**src/rtl/hazard_ctrl_if.sv**
```systemverilog
// Pipeline-to-hazard-unit bundle: ID/EX/MEM hazard sources in,
// register enables / flush / bubble / status out.
// master: pipeline side (drives sources); slave: hazard_ctrl.
interface hazard_ctrl_if #(
    parameter int CNT_W = 32
);
    logic [4:0]       id_rs1;
    logic [4:0]       id_rs2;
    logic             id_uses_rs1;
    logic             id_uses_rs2;
    logic             ex_memRead;
    logic [4:0]       ex_RegAdd;
    logic             ex_branch_taken;
    logic             mem_req;
    logic             mem_ready;
    logic             pc_write;
    logic             ifid_write;
    logic             idex_write;
    logic             exmem_write;
    logic             ifid_flush;
    logic             idex_bubble;
    logic             memwb_bubble;
    logic             mem_err;
    logic [CNT_W-1:0] stall_cnt;

    modport master (
        output id_rs1, id_rs2, id_uses_rs1, id_uses_rs2,
        output ex_memRead, ex_RegAdd, ex_branch_taken,
        output mem_req, mem_ready,
        input  pc_write, ifid_write, idex_write, exmem_write,
        input  ifid_flush, idex_bubble, memwb_bubble,
        input  mem_err, stall_cnt
    );

    modport slave (
        input  id_rs1, id_rs2, id_uses_rs1, id_uses_rs2,
        input  ex_memRead, ex_RegAdd, ex_branch_taken,
        input  mem_req, mem_ready,
        output pc_write, ifid_write, idex_write, exmem_write,
        output ifid_flush, idex_bubble, memwb_bubble,
        output mem_err, stall_cnt
    );
endinterface

```
**src/rtl/hazard_ctrl.sv**
```systemverilog
// Hazard/stall controller: load-use bubble, branch flush, memory freeze,
// memory-timeout flag and saturating stall counter.
// Ports: clk, rst (sync, active-high), hz (hazard_ctrl_if.slave bundle).
module hazard_ctrl #(
    parameter int TIMEOUT = 64,
    parameter int CNT_W   = 32
) (
    input  logic          clk,
    input  logic          rst,
    hazard_ctrl_if.slave  hz
);
    localparam int WAIT_W = $clog2(TIMEOUT);
    localparam logic [WAIT_W-1:0] WAIT_MAX = WAIT_W'(TIMEOUT - 1);

    typedef enum logic {
        RUN,
        MEM_WAIT
    } state_e;

    state_e            state_q, state_d;
    logic [WAIT_W-1:0] wait_cnt_q, wait_cnt_d;
    logic              mem_err_q, mem_err_d;
    logic [CNT_W-1:0]  stall_cnt_q, stall_cnt_d;

    logic freeze;
    logic rs1_hit;
    logic rs2_hit;
    logic load_use;
    logic pc_write;

    assign freeze  = hz.mem_req & ~hz.mem_ready;
    assign rs1_hit = hz.id_uses_rs1 & (hz.ex_RegAdd == hz.id_rs1);
    assign rs2_hit = hz.id_uses_rs2 & (hz.ex_RegAdd == hz.id_rs2);
    assign load_use = hz.ex_memRead & (hz.ex_RegAdd != 5'd0)
                    & (rs1_hit | rs2_hit);

    // Control outputs: reset > freeze > branch > load-use > default.
    always_comb begin
        pc_write        = 1'b1;
        hz.ifid_write   = 1'b1;
        hz.idex_write   = 1'b1;
        hz.exmem_write  = 1'b1;
        hz.ifid_flush   = 1'b0;
        hz.idex_bubble  = 1'b0;
        hz.memwb_bubble = 1'b0;
        if (rst) begin
            pc_write        = 1'b0;
            hz.ifid_write   = 1'b0;
            hz.idex_write   = 1'b0;
            hz.exmem_write  = 1'b0;
            hz.ifid_flush   = 1'b1;
            hz.idex_bubble  = 1'b1;
            hz.memwb_bubble = 1'b1;
        end else if (freeze) begin
            pc_write        = 1'b0;
            hz.ifid_write   = 1'b0;
            hz.idex_write   = 1'b0;
            hz.exmem_write  = 1'b0;
            hz.memwb_bubble = 1'b1;
        end else if (hz.ex_branch_taken) begin
            // Squashes the dependent instruction, so load-use is moot.
            hz.ifid_flush  = 1'b1;
            hz.idex_bubble = 1'b1;
        end else if (load_use) begin
            pc_write       = 1'b0;
            hz.ifid_write  = 1'b0;
            hz.idex_bubble = 1'b1;
        end
    end

    assign hz.pc_write  = pc_write;
    assign hz.mem_err   = mem_err_q;
    assign hz.stall_cnt = stall_cnt_q;

    always_comb begin
        state_d = state_q;
        unique case (state_q)
            RUN:      if (freeze) state_d = MEM_WAIT;
            MEM_WAIT: if (hz.mem_ready) state_d = RUN;
            default:  state_d = RUN;
        endcase
    end

    always_comb begin
        wait_cnt_d  = '0;
        mem_err_d   = mem_err_q;
        stall_cnt_d = stall_cnt_q;
        if (freeze) begin
            wait_cnt_d = (wait_cnt_q == WAIT_MAX) ? wait_cnt_q
                                                  : wait_cnt_q + 1'b1;
            // The freeze cycle that finds the counter full is the
            // TIMEOUT-th consecutive one.
            if (wait_cnt_q == WAIT_MAX) mem_err_d = 1'b1;
        end
        if (!pc_write && (stall_cnt_q != '1)) begin
            stall_cnt_d = stall_cnt_q + 1'b1;
        end
    end

    always_ff @(posedge clk) begin
        if (rst) begin
            state_q     <= RUN;
            wait_cnt_q  <= '0;
            mem_err_q   <= 1'b0;
            stall_cnt_q <= '0;
        end else begin
            state_q     <= state_d;
            wait_cnt_q  <= wait_cnt_d;
            mem_err_q   <= mem_err_d;
            stall_cnt_q <= stall_cnt_d;
        end
    end
endmodule

```
**src/flat_wrapper.sv**
```systemverilog
// flat-port wrapper written by rule: the top's interface ports become plain ports
module hazard_ctrl_flat 
#(
    parameter int TIMEOUT = 64,
    parameter int CNT_W   = 32
)
  (clk, rst, hz_id_rs1, hz_id_rs2, hz_id_uses_rs1, hz_id_uses_rs2, hz_ex_memRead, hz_ex_RegAdd, hz_ex_branch_taken, hz_mem_req, hz_mem_ready, hz_pc_write, hz_ifid_write, hz_idex_write, hz_exmem_write, hz_ifid_flush, hz_idex_bubble, hz_memwb_bubble, hz_mem_err, hz_stall_cnt);
  hazard_ctrl_if #(.CNT_W(CNT_W)) hz_i ();
  input  logic clk;
  input  logic rst;
  input wire logic [$bits(hz_i.id_rs1)-1:0] hz_id_rs1;
  input wire logic [$bits(hz_i.id_rs2)-1:0] hz_id_rs2;
  input wire logic [$bits(hz_i.id_uses_rs1)-1:0] hz_id_uses_rs1;
  input wire logic [$bits(hz_i.id_uses_rs2)-1:0] hz_id_uses_rs2;
  input wire logic [$bits(hz_i.ex_memRead)-1:0] hz_ex_memRead;
  input wire logic [$bits(hz_i.ex_RegAdd)-1:0] hz_ex_RegAdd;
  input wire logic [$bits(hz_i.ex_branch_taken)-1:0] hz_ex_branch_taken;
  input wire logic [$bits(hz_i.mem_req)-1:0] hz_mem_req;
  input wire logic [$bits(hz_i.mem_ready)-1:0] hz_mem_ready;
  output wire logic [$bits(hz_i.pc_write)-1:0] hz_pc_write;
  output wire logic [$bits(hz_i.ifid_write)-1:0] hz_ifid_write;
  output wire logic [$bits(hz_i.idex_write)-1:0] hz_idex_write;
  output wire logic [$bits(hz_i.exmem_write)-1:0] hz_exmem_write;
  output wire logic [$bits(hz_i.ifid_flush)-1:0] hz_ifid_flush;
  output wire logic [$bits(hz_i.idex_bubble)-1:0] hz_idex_bubble;
  output wire logic [$bits(hz_i.memwb_bubble)-1:0] hz_memwb_bubble;
  output wire logic [$bits(hz_i.mem_err)-1:0] hz_mem_err;
  output wire logic [$bits(hz_i.stall_cnt)-1:0] hz_stall_cnt;
  assign hz_i.id_rs1 = hz_id_rs1;
  assign hz_i.id_rs2 = hz_id_rs2;
  assign hz_i.id_uses_rs1 = hz_id_uses_rs1;
  assign hz_i.id_uses_rs2 = hz_id_uses_rs2;
  assign hz_i.ex_memRead = hz_ex_memRead;
  assign hz_i.ex_RegAdd = hz_ex_RegAdd;
  assign hz_i.ex_branch_taken = hz_ex_branch_taken;
  assign hz_i.mem_req = hz_mem_req;
  assign hz_i.mem_ready = hz_mem_ready;
  assign hz_pc_write = hz_i.pc_write;
  assign hz_ifid_write = hz_i.ifid_write;
  assign hz_idex_write = hz_i.idex_write;
  assign hz_exmem_write = hz_i.exmem_write;
  assign hz_ifid_flush = hz_i.ifid_flush;
  assign hz_idex_bubble = hz_i.idex_bubble;
  assign hz_memwb_bubble = hz_i.memwb_bubble;
  assign hz_mem_err = hz_i.mem_err;
  assign hz_stall_cnt = hz_i.stall_cnt;
  hazard_ctrl #(.TIMEOUT(TIMEOUT), .CNT_W(CNT_W)) u_core (.clk(clk), .rst(rst), .hz(hz_i));
endmodule
```
**config.mk**
```make
export PLATFORM = sky130hd
export DESIGN_NAME = hazard_ctrl_flat
export DESIGN_NICKNAME = d
export VERILOG_FILES = /design/src/rtl/hazard_ctrl_if.sv /design/src/rtl/hazard_ctrl.sv /design/src/flat_wrapper.sv
export SDC_FILE = /design/constraint.sdc
export NUM_CORES = 1
export LEC_CHECK = 0
export CORE_UTILIZATION = 48
export CTS_CLUSTER_DIAMETER = 30
export DETAILED_ROUTE_END_ITERATION = 8
export PLACE_DENSITY = 0.81
export SYNTH_ARGS = -nofsm -noshare
export SYNTH_HDL_FRONTEND = slang
export SYNTH_SLANG_ARGS = --single-unit
```
**constraint.sdc**
```tcl
create_clock -name clk -period 2.9 [get_ports clk]
set_clock_uncertainty 0.15 [all_clocks]
set_input_delay 0.435 -clock clk [delete_from_list [all_inputs] [get_ports clk]]
set_output_delay 0.435 -clock clk [all_outputs]
set_load 0.02 [all_outputs]
```
==> results.toml <==
[floorplan]
die_area_um2 = 4840
initial_utilization_pct = 50.0
die_h_um = 69.6
core_area_um2 = 4380
io_pins = 63
die_width_um = 69.6
rows = 24

[finish]
final-instance-count-excl-fill = 384
num-nets-final = 356
finish.utilization_pct = 70.1
area_growth_pct = 40.1
fillers = 358
antenna_cells = 0
stdcell_area_um2 = 3070
drive_above_1_share_pct = 12.7

[critical_path]
startpoint_type = "input port"
cp-endpoint = "hz_idex_bubble"
cp-end-kind = "output pin"
startpoint = "hz_ex_RegAdd[2]"
cpPeakStageDelay_ns = 0.53
worst_ep_required_time_ns = 2.32
cp.arrival_ns = 2.24
r2r-end = "u_core.hz.stall_cnt[17]$_SDFFE_PP0P_"
path_cells = "clkdlybuf4s50_1 -> or4_1 -> o21ai_2 -> buf_4 -> nor2b_1 -> o31a_1 -> clkdlybuf4s15_1"
slowest_stage = "or4_1"
reg2reg_slack_ns = 0.42
reg2reg_depth = 7
crit_fanout = 2
critPathKind = "input port to output pin"
r2r-start = "u_core.hz.stall_cnt[6]$_SDFFE_PP0P_"

[drt]
drtPass1Iterations = 4
detail-route-antenna-nets = 0
drtIter0Drc = 94
drt_wl_total_um = 5590
dr_total_vias = 2260
via_per_inst = 5.89
drc = 0
detail_route.wl_per_cell_um = 14.5

[synth]
synth-seq-area-share_pct = 35.6
yosys-top-cells-count = "dfxtp_1, a21oi_1, nor2_1, nand3_1"
async_flop_share_pct = 0
synth_nets = 283
synth-compound-area-share_pct = 15.6
synthTopCellsByArea = "dfxtp_1, a21oi_1, or4_1, xnor2_1, nand3_1"
synth_fa_ha_area_share_pct = 1.14
syn_avg_cell_area_um2 = 8.50
synthSimpleGateAreaFrac_pct = 31.9
synth_area_leader_cell = "dfxtp_1"
synth_ff_type = "dfxtp_1"
synth_top_area_share_pct = 35.6
synth_cells = 258
netlist_area_um2 = 2190
yosys.area_share.xor_xnor_pct = 5.99
synth_top_family_by_area = "simple AND/OR/NAND/NOR gates"
yosysUniqueCellTypes = 46
yosysMostFrequentCell = "dfxtp_1"
synth_edf_count = 0
ys_warn_count = 0
synth_mux_area_share_pct = 5.02
ys_seq_elements = 39

[clock_tree]
cts_tree = "done"
cts.path.max_buffers = 2
cts_setup_buffers = 0
insertion_delay_ns = 0.29
hold_buffers = 0
cts.sinks = 39
root_buffer = "clkbuf_8"
cts_buffers = 5
ctsResizeCount = 3
ctsHtreeMaxLevel = 2
cts.clk_slew.worst_paths_ns = 0.08

[worst_hold_path]
hold_depth = 2
hp-start = "u_core.hz.mem_err$_SDFFE_PP0P_"
hold_path.class = "flop to flop"

[power]
power.density_cell_area_nw_per_um2 = 405
power.leakage_uw = 0.00108
ir_drop_mv = 0.333
finalPower_uw = 1250

[place]
hpwl_um = 4100
placedCellCount = 376
place_congestion = 0.937
placed_cell_area_um2 = 2930
numPortBuffers = 62
pre_cts_ws_ns = -0.231

[sta]
fin_crit_sh_pct = 97.4
hold_violations = 0
maxSlewViolCount = 0
worst_slew_pin_slew_ns = 0.383
max_freq_ghz = 0.354
relSlewSlack_pct = 74.2
fin_ws_ns = 0.0747
fin_crit_ns = 2.83
setup_viol = 0

[global_route]
antenna_found_initial = 0
grt_pass1_vias = 2016
overflow = 0
track_usage_pct = 23.3
grt_max_degree = 33
grt_first_pass_wirelength_um = 9050

[status]
outcome = "finished, final reports clean"

[run]
maxCapViolations = 0
-- registers in the layout, indices dropped and copies added (netlist names) --
signal and flops:
u_core.hz.mem_err 1, u_core.wait_cnt_q 6, u_core.hz.stall_cnt 32
-- critical path, delay by kind of cell --
family          cells  cell delay, ns
buf+inv             3            0.84
simple gates        2            0.57
compound gates      2            0.39
-- cells in the final DEF, fill, tap and decap left out, types with 2 or more instances in the layout --
cell type | Yosys | routed
a21oi_1 | 21 | 21
a31oi_1 | 2 | 2
and3_1 | 5 | 5
buf_4 | 2 | 19
bufinv_16 | 0 | 2
clkbuf_8 | 0 | 5
clkdlybuf4s50_1 | 0 | 59
dfxtp_1 | 39 | 39
dlygate4sd2_1 | 0 | 2
ha_1 | 2 | 2
inv_1 | 4 | 4
mux2_1 | 2 | 2
mux2_2 | 2 | 2
mux2_4 | 3 | 3
mux2i_1 | 2 | 2
nand2_1 | 14 | 14
nand3_1 | 18 | 18
nand4_1 | 10 | 10
nor2_1 | 20 | 20
nor2b_1 | 10 | 10
nor3_1 | 4 | 4
nor3b_1 | 2 | 2
nor4_1 | 6 | 5
o21ai_0 | 4 | 3
o21ai_1 | 5 | 5
o21ba_1 | 3 | 3
o31a_1 | 4 | 4
o31ai_1 | 11 | 11
or2_2 | 2 | 2
or3_1 | 5 | 5
or4_1 | 14 | 14
xnor2_1 | 12 | 12
xor2_1 | 3 | 3
-- worst min-delay path by stage --
| stage | to | slack [ns] |
|---|---|---|
| 5_1_grt | u_core.hz.mem_err$_SDFFE_PP0P_ | 0.36 |
| 2_1_floorplan | u_core.wait_cnt_q[4]$_SDFFE_PP0P_ | 0.34 |
| 4_1_cts | u_core.hz.mem_err$_SDFFE_PP0P_ | 0.34 |
| 3_5_place_dp | u_core.hz.mem_err$_SDFFE_PP0P_ | 0.32 |
| 6_report | u_core.hz.mem_err$_SDFFE_PP0P_ | 0.33 |
| 3_3_place_gp | u_core.hz.mem_err$_SDFFE_PP0P_ | 0.31 |
-- per-layer routing --
metal  global-route usage, %  vias to the layer above  part of all wire, %
li1                        -                     1109                    -
met1                    29.1                     1084                   45
met2                    40.2                       63                   50
met3                    6.25                        4                  5.1
met4                    4.99                        0                 0.48
met5                       0                        -                    0
-- cell type report --
cell class / instances / area [µm²] / area share [%]
multi-input combinational: 200 / 1320 / 42.9
inverter: 4 / 15.0 / 0.489
clock buffer: 6 / 72.6 / 2.36
tap: 52 / 65.1 / 2.12
clock inverter: 2 / 60.1 / 1.96
timing repair buffer: 81 / 761 / 24.8
sequential: 39 / 781 / 25.4
-- kinds of logic after synthesis --
family	after synthesis
adders and majority gates	2
muxes	9
buffers and inverters	19
DFF	39
AOI/OAI and AO/OA	54
and+or+nand+nor	120
xor gates and xnor gates	15
-- power breakdown --
group | internal, µW | switching [µW]
clock | 344 | 191
sequential | 540 | 8.50
combinational | 84.3 | 77.6
-- stage by stage --
| step | hold slack [ns] | setup TNS, ns |
|---|---|---|
| after floorplan | 0.343 | 0 |
| after global placement | 0.309 | -0.699 |
| after detailed placement | 0.315 | -1.09 |
| after CTS | 0.338 | 0 |
| after global routing | 0.359 | -0.0154 |
| final | 0.331 | 0 |
(Power assumes the default switching activity.)
